`src/rtl/instruction_fetch_unit.sv`:
```
`default_nettype none
// ============================================================================
// Module      : instruction_fetch_unit
// Description : RV64 fetch stage. Owns the PC and the IF/ID register, and
//               handles redirects, flush, stall, halt and the fetch counter.
// Revision    : 1.0 - initial release
// ============================================================================
module instruction_fetch_unit #(
    parameter logic [63:0] RESET_PC = 64'd0,
    parameter logic [63:0] END_ADDR = 64'd64,
    parameter logic [31:0] NOP      = 32'h0000_0013
) (
    input  logic        clk,
    input  logic        reset,
    input  logic        stall,
    input  logic        flush,
    input  logic        branch_taken,
    input  logic [63:0] branch_target,
    input  logic [31:0] Instruction,
    output logic [63:0] Instruction_address,
    output logic [63:0] IFID_PC,
    output logic [31:0] IFID_Instruction,
    output logic        IFID_valid,
    output logic        halted,
    output logic        fetch_error,
    output logic [31:0] fetch_count
);

    logic [63:0] r_pc;
    logic [63:0] r_ifid_pc;
    logic [31:0] r_ifid_instr;
    logic        r_ifid_valid;
    logic        r_fetch_error;
    logic [31:0] r_fetch_count;

    logic [63:0] w_pc_next;
    logic        w_halted;
    logic        w_redirect;
    logic        w_misaligned;

    assign w_pc_next    = r_pc + 64'd4;
    assign w_halted     = r_fetch_error || (r_pc >= END_ADDR);
    // Once a misaligned redirect has poisoned fetch, later redirects are dead.
    assign w_redirect   = branch_taken && !r_fetch_error;
    assign w_misaligned = (branch_target[1:0] != 2'b00);

    always_ff @(posedge clk) begin
        if (reset) begin
            r_pc          <= RESET_PC;
            r_ifid_pc     <= 64'd0;
            r_ifid_instr  <= NOP;
            r_ifid_valid  <= 1'b0;
            r_fetch_error <= 1'b0;
            r_fetch_count <= 32'd0;
        end else if (w_redirect) begin
            if (w_misaligned) begin
                r_fetch_error <= 1'b1;
            end else begin
                r_pc <= branch_target;
            end
            r_ifid_instr <= NOP;
            r_ifid_valid <= 1'b0;
        end else if (flush) begin
            r_ifid_instr <= NOP;
            r_ifid_valid <= 1'b0;
            if (!stall && !w_halted) begin
                r_pc <= w_pc_next;
            end
        end else if (stall) begin
            r_pc <= r_pc;
        end else if (w_halted) begin
            // Address is still shown, but the returned word is not captured.
            r_ifid_instr <= NOP;
            r_ifid_valid <= 1'b0;
        end else begin
            r_ifid_instr  <= Instruction;
            r_ifid_pc     <= r_pc;
            r_ifid_valid  <= 1'b1;
            r_pc          <= w_pc_next;
            r_fetch_count <= r_fetch_count + 32'd1;
        end
    end

    assign Instruction_address = r_pc;
    assign IFID_PC             = r_ifid_pc;
    assign IFID_Instruction    = r_ifid_instr;
    assign IFID_valid          = r_ifid_valid;
    assign halted              = w_halted;
    assign fetch_error         = r_fetch_error;
    assign fetch_count         = r_fetch_count;

endmodule
`default_nettype wire
```
`config.mk`:
```
export PLATFORM = sky130hd
export DESIGN_NAME = instruction_fetch_unit
export DESIGN_NICKNAME = d
export VERILOG_FILES = /design/src/rtl/instruction_fetch_unit.sv
export SDC_FILE = /design/constraint.sdc
export NUM_CORES = 1
export LEC_CHECK = 0
export CELL_PAD_IN_SITES_DETAIL_PLACEMENT = 1
export CELL_PAD_IN_SITES_GLOBAL_PLACEMENT = 1
export CORE_ASPECT_RATIO = 0.5
export CORE_MARGIN = 2
export CORE_UTILIZATION = 34
export DETAILED_ROUTE_END_ITERATION = 16
export MAX_ROUTING_LAYER = met4
export PLACE_DENSITY_LB_ADDON = 0.08
export SYNTH_ARGS = -nofsm -noshare
export SYNTH_HDL_FRONTEND = slang
export SYNTH_SLANG_ARGS = --single-unit
```
`constraint.sdc`:
```
create_clock -name clk -period 3.34 [get_ports clk]
set_clock_uncertainty 0.1 [all_clocks]
set_input_delay 0.334 -clock clk [delete_from_list [all_inputs] [get_ports clk]]
set_output_delay 0.334 -clock clk [all_outputs]
set_load 0.01 [all_outputs]
```
==> impl_metrics.json, run 1 <==
{
  "outcome": "complete, no violations",
  "yosys_warnings": 0,
  "clock-root-buffer": "clkbuf_16",
  "crit_path_top_delay_cell": "clkdlybuf4s50_1",
  "fp.dieW_um": 215,
  "gp_congestion": 0.807,
  "r2r-end": "Instruction_address[28]",
  "ff2ff_path_depth": 7,
  "synth.cell_area_um2": 7600,
  "synth-main-ff-cell": "dfxtp_1",
  "via_per_inst": 5.17,
  "worstPathMaxFanout": 6,
  "synth_cell_types": 49,
  "postCtsSetupRepairBufs": 0,
  "grt_pass1_vias": 7813,
  "cap_violations": 0,
  "synth_top_cell_area_share_pct": 51.1,
  "synth_edf_count": 0,
  "tns_ns": 0,
  "fp-row-count": 38,
  "fin_nets": 1256,
  "hold_ws_ns": 0.296,
  "drive_gt1_share_pct": 5.24,
  "track_usage_pct": 24.4,
  "fillers": 2572,
  "die-area_um2": 23600,
  "synth-async-reset-ratio_pct": 0,
  "synthAdderAreaFrac_pct": 0.494,
  "port_buffers": 295,
  "cp-end-kind": "output port",
  "first_iter_violations": 414,
  "peakVddDrop_mv": 0.255,
  "crit_required_ns": 2.91,
  "fin_area_um2": 11400,
  "rsz0062_at_grt": "no",
  "yosysTopAreaCell": "dfxtp_1",
  "cp_cell_sequence": "nor4_1, nand4_1, nor2_1, and2_1, inv_1, clkdlybuf4s50_1",
  "die_height_um": 110,
  "synth_mux_area_share_pct": 1.22,
  "hold_viol": 0,
  "synth_nets": 981,
  "path_depth": 6,
  "clk_latency_ns": 0.45,
  "synth_xor_area_share_pct": 1.50,
  "slowest_delay_ns": 0.55,
  "period_share_pct": 94.3,
  "crit_start": "Instruction_address[22]",
  "slew_viol_final": 0,
  "r2r-start": "Instruction_address[22]",
  "start_util_pct": 34.9,
  "relSlewSlack_pct": 22.0,
  "ys_seq_elements": 194,
  "start_kind": "register",
  "cts_max_path_buffers": 2,
  "yosys.area_share.simple_pct": 30.0,
  "clock-sinks": 194,
  "synth_compound_area_share_pct": 12.4,
  "mostFrequentLayoutCells": "clkdlybuf4s50_1, dfxtp_1, nand2_1, a21oi_1, and2_1",
  "crit_buf_inv": 2,
  "synth_top_family_by_area": "simple AND/OR/NAND/NOR gates",
  "core_um2": 21800,
  "postCtsResizedCells": 0,
  "ios": 296,
  "register_area_um2": 3880,
  "hold_class": "input pin to register",
  "cts_tree": "built",
  "holdPathEnd": "fetch_count[26]",
  "worstHoldStart": "reset",
  "multi_input_area_um2": 3500,
  "postPlaceCellArea_um2": 10900,
  "hold_buffers": 0,
  "numCtsBuffers": 17,
  "arrival_ns": 2.72,
  "overflow": 0,
  "fin_crit_ns": 3.15,
  "antenna_found_initial": 2,
  "num_vias": 7584,
  "r2r_setup_slack_ns": 0.54,
  "dr.pass1.iters": 4,
  "drc": 0,
  "whs_path_depth": 2,
  "yosysSeqAreaShare_pct": 51.1,
  "fmax_mhz": 317,
  "detail-route-antenna-nets": 0,
  "layout_commonest_cell": "clkdlybuf4s50_1",
  "wl_per_cell_um": 18.8,
  "setup_viol": 0,
  "critPathKind": "register to output port",
  "dp_hpwl_um": 20100,
  "syn_avg_cell_area_um2": 8.66,
  "p_leak_nw": 3.91,
  "powerDensity_nw_per_um2": 431,
  "area_growth_pct": 50.6,
  "yosys-top-cells-area": "dfxtp_1, nand2_1, a21oi_1",
  "path_clk_slew_ns": 0.07,
  "syn_inst": 877,
  "wirelength_um": 27600,
  "grt_max_degree": 66,
  "cpLargestDelayFamily": "simple AND/OR/NAND/NOR gates",
  "grt_pass1_wl_um": 43300,
  "ctsHtreeMaxLevel": 4,
  "worstMarginPinSlew_ns": 1.17
}
==> where the power goes <==
group | switching (W) | internal (W)
sequential | 0.0000360 | 0.00234
clock | 0.000973 | 0.00102
combinational | 0.000301 | 0.000254
total | 0.00131 | 0.00361
==> worst max path at each step <==
stage                       to  slack (ns)
6_report                halted        0.19
3_5_place_dp       IFID_PC[48]        0.41
5_1_grt                 halted       0.002
4_1_cts                 halted        0.16
2_1_floorplan  fetch_count[29]        1.05
3_3_place_gp       IFID_PC[57]        0.49
==> Yosys cell counts (7+ instances only) <==
cell type and count:
a211oi_1 7, nand3_1 45, and2_1 63, xor2_1 11
nand3b_1 31, o21ai_0 19, nand2_1 124, nor4_1 18
inv_1 9, a22oi_1 10, nor2b_1 10, mux2i_1 7
clkbuf_1 54, and3_1 8, nand4_1 21, or3_1 11
dfxtp_1 194, nor3_1 22, or4_1 11, a21oi_1 89
nor2_1 53, o31ai_1 13
==> layout make-up <==
cell class / instances / share of cell area, %
Clock inverter: 13 / 0.995
Tap cell: 300 / 3.28
Antenna cell: 2 / 0.0438
Timing Repair Buffer: 312 / 26.9
Sequential cell: 194 / 34.0
Clock buffer: 19 / 3.96
Inverter: 9 / 0.295
Multi-Input combinational cell: 618 / 30.6
==> metrics by stage <==
stage          util [%]  total power [W]  instances  setup slack, ns
2_1_floorplan         -          0.00267        877             1.05
3_3_place_gp       49.9          0.00298       1433            0.491
3_5_place_dp       49.9          0.00299       1433            0.415
4_1_cts            52.5          0.00498       1465            0.156
5_1_grt            52.5          0.00514       1467          0.00231
6_report           52.5          0.00492       1467            0.189
==> per-layer routing <==
| layer | global-route usage, % | part of all wire [%] |
|---|---|---|
| met4 | 8.92 | 2.0 |
| met5 | - | 0 |
| met2 | 39.8 | 47 |
| met1 | 29.0 | 44 |
| met3 | 7.08 | 6.1 |
==> sequential cells by signal, summed over array words and instances, names as in the netlist <==
register / flops
IFID_PC: 64
Instruction_address: 64
IFID_Instruction: 32
fetch_count: 32
IFID_valid: 1
fetch_error: 1
==> kinds of logic (layout without fill, tap and decap cells) <==
kind of cell	Yosys count	after routing
flops	194	194
other cells	0	2
mux	9	9
buf+inv	65	353
simple gates	433	433
fa+ha+maj	3	3
compound gates	160	160
xor+xnor	13	13
(Power assumes the default switching activity.)
==> run 2, diff against run 1 <==
SETUP_SLACK_MARGIN = 0.4   (was default)
==> run 2 against run 1 <==
Register-to-register slack better by 0.06 ns. Non-clock buffer count up 5. Wire length increased by 0.38%. Critical path type unchanged. Highest routed layer unchanged.
==> impl_metrics.json, run 2 (synthesis gave the netlist of run 1 again) <==
{
  "first_iter_violations": 377,
  "wl_per_cell_um": 18.8,
  "cap_violations": 0,
  "tns_ns": 0,
  "hold_class": "input pin to register",
  "clk_latency_ns": 0.45,
  "start_util_pct": 34.9,
  "start_kind": "register",
  "arrival_ns": 2.31,
  "clock-root-buffer": "clkbuf_16",
  "grt_pass1_vias": 7818,
  "numCtsBuffers": 17,
  "fin_crit_ns": 2.74,
  "hold_ws_ns": 0.295,
  "slowest_delay_ns": 0.38,
  "drc": 0,
  "antenna_found_initial": 2,
  "multi_input_area_um2": 3540,
  "worstPathMaxFanout": 6,
  "relSlewSlack_pct": 22.1,
  "powerDensity_nw_per_um2": 430,
  "cts_tree": "built",
  "period_share_pct": 82.1,
  "setup_viol": 0,
  "fp-row-count": 38,
  "num_vias": 7635,
  "path_clk_slew_ns": 0.07,
  "core_um2": 21800,
  "register_area_um2": 3880,
  "wirelength_um": 27700,
  "grt_pass1_wl_um": 43500,
  "ff2ff_path_depth": 8,
  "ios": 296,
  "cp-end-kind": "output port",
  "track_usage_pct": 24.5,
  "ctsHtreeMaxLevel": 4,
  "p_leak_nw": 3.95,
  "detail-route-antenna-nets": 0,
  "fin_nets": 1261,
  "hold_buffers": 0,
  "slew_viol_final": 0,
  "fmax_mhz": 365,
  "dp_hpwl_um": 20100,
  "cts_max_path_buffers": 2,
  "crit_path_top_delay_cell": "dfxtp_1",
  "grt_max_degree": 66,
  "mostFrequentLayoutCells": "clkdlybuf4s50_1, dfxtp_1, nand2_1, a21oi_1, and2_1",
  "overflow": 0,
  "critPathKind": "register to output port",
  "via_per_inst": 5.19,
  "whs_path_depth": 2,
  "gp_congestion": 0.807,
  "hold_viol": 0,
  "postPlaceCellArea_um2": 10900,
  "rsz0062_at_grt": "no",
  "clock-sinks": 194,
  "area_growth_pct": 51.5,
  "outcome": "complete, no violations",
  "fin_area_um2": 11500,
  "layout_commonest_cell": "clkdlybuf4s50_1",
  "crit_required_ns": 2.91,
  "fp.dieW_um": 215,
  "fillers": 2570,
  "port_buffers": 295,
  "die-area_um2": 23600,
  "die_height_um": 110,
  "drive_gt1_share_pct": 6.15,
  "cp_cell_sequence": "nor4_2, nand4_1, buf_4, nor3_2, and2_1, inv_1, dlygate4sd2_1",
  "peakVddDrop_mv": 0.256,
  "pre_cts_ws_ns": 0.415,
  "dr.pass1.iters": 4,
  "worstMarginPinSlew_ns": 1.17,
  "fin_ws_ns": 0.597
}
run 2: cell types whose count changed in the layout (fill, tap and decap cells not counted), sizes merged:
cell,before,now
buf,19,24
clkdlybuf4s50,293,292
dlygate4sd2,0,1
run 2: worst max-delay path, delay by kind of cell (launching register included):
family | cells | cell delay, ns
simple gates | 4 | 0.86
buf+inv | 3 | 0.63
flops | 1 | 0.38
run 2: worst paths after layout:
| path | slack (ns) | start | to |
|---|---|---|---|
| setup / recovery | 0.60 | Instruction_address[8] | halted |
| hold / removal | 0.30 | reset | fetch_count[26] |
| setup reg to reg | 0.60 | Instruction_address[51] | fetch_count[30] |
| hold reg to reg | 0.36 | IFID_PC[57] | IFID_PC[57] |
run 2: power breakdown:
| part | internal, W | total (W) | switching, W |
|---|---|---|---|
| clock | 0.00102 | 0.00199 | 0.000972 |
| sequential | 0.00234 | 0.00238 | 0.0000371 |
| combinational | 0.000272 | 0.000578 | 0.000307 |
run 2: what timing repair did:
item,4_1_cts,5_1_grt
cloned,0,0
setup endpoints to repair,1,1
pin swaps,4,0
resized for setup,6,1
setup buffers,5,0
run 2: area by class of cell:
class | count | area share [%]
Antenna cell | 2 | 0.0435
Clock buffer | 19 | 3.93
Clock inverter | 13 | 0.989
Inverter | 9 | 0.293
Multi-Input combinational cell | 618 | 30.7
Sequential cell | 194 | 33.7
Tap cell | 300 | 3.26
Timing Repair Buffer | 317 | 27.0
run 2: per-stage QoR:
| step | power (W) | util [%] | cells |
|---|---|---|---|
| after floorplan | 0.00267 | - | 877 |
| after global placement | 0.00298 | 49.9 | 1433 |
| after detailed placement | 0.00299 | 49.9 | 1433 |
| after CTS | 0.00500 | 52.8 | 1470 |
| after global routing | 0.00516 | 52.9 | 1472 |
| final | 0.00495 | 52.9 | 1472 |
run 2: metal layers:
layer | wire, µm | vias up | global-route usage [%]
met5 | 0 | - | -
met4 | 592 | 0 | 9.11
met3 | 1620 | 39 | 7.11
met2 | 13100 | 166 | 39.7
met1 | 12400 | 3782 | 29.2
li1 | - | 3648 | -
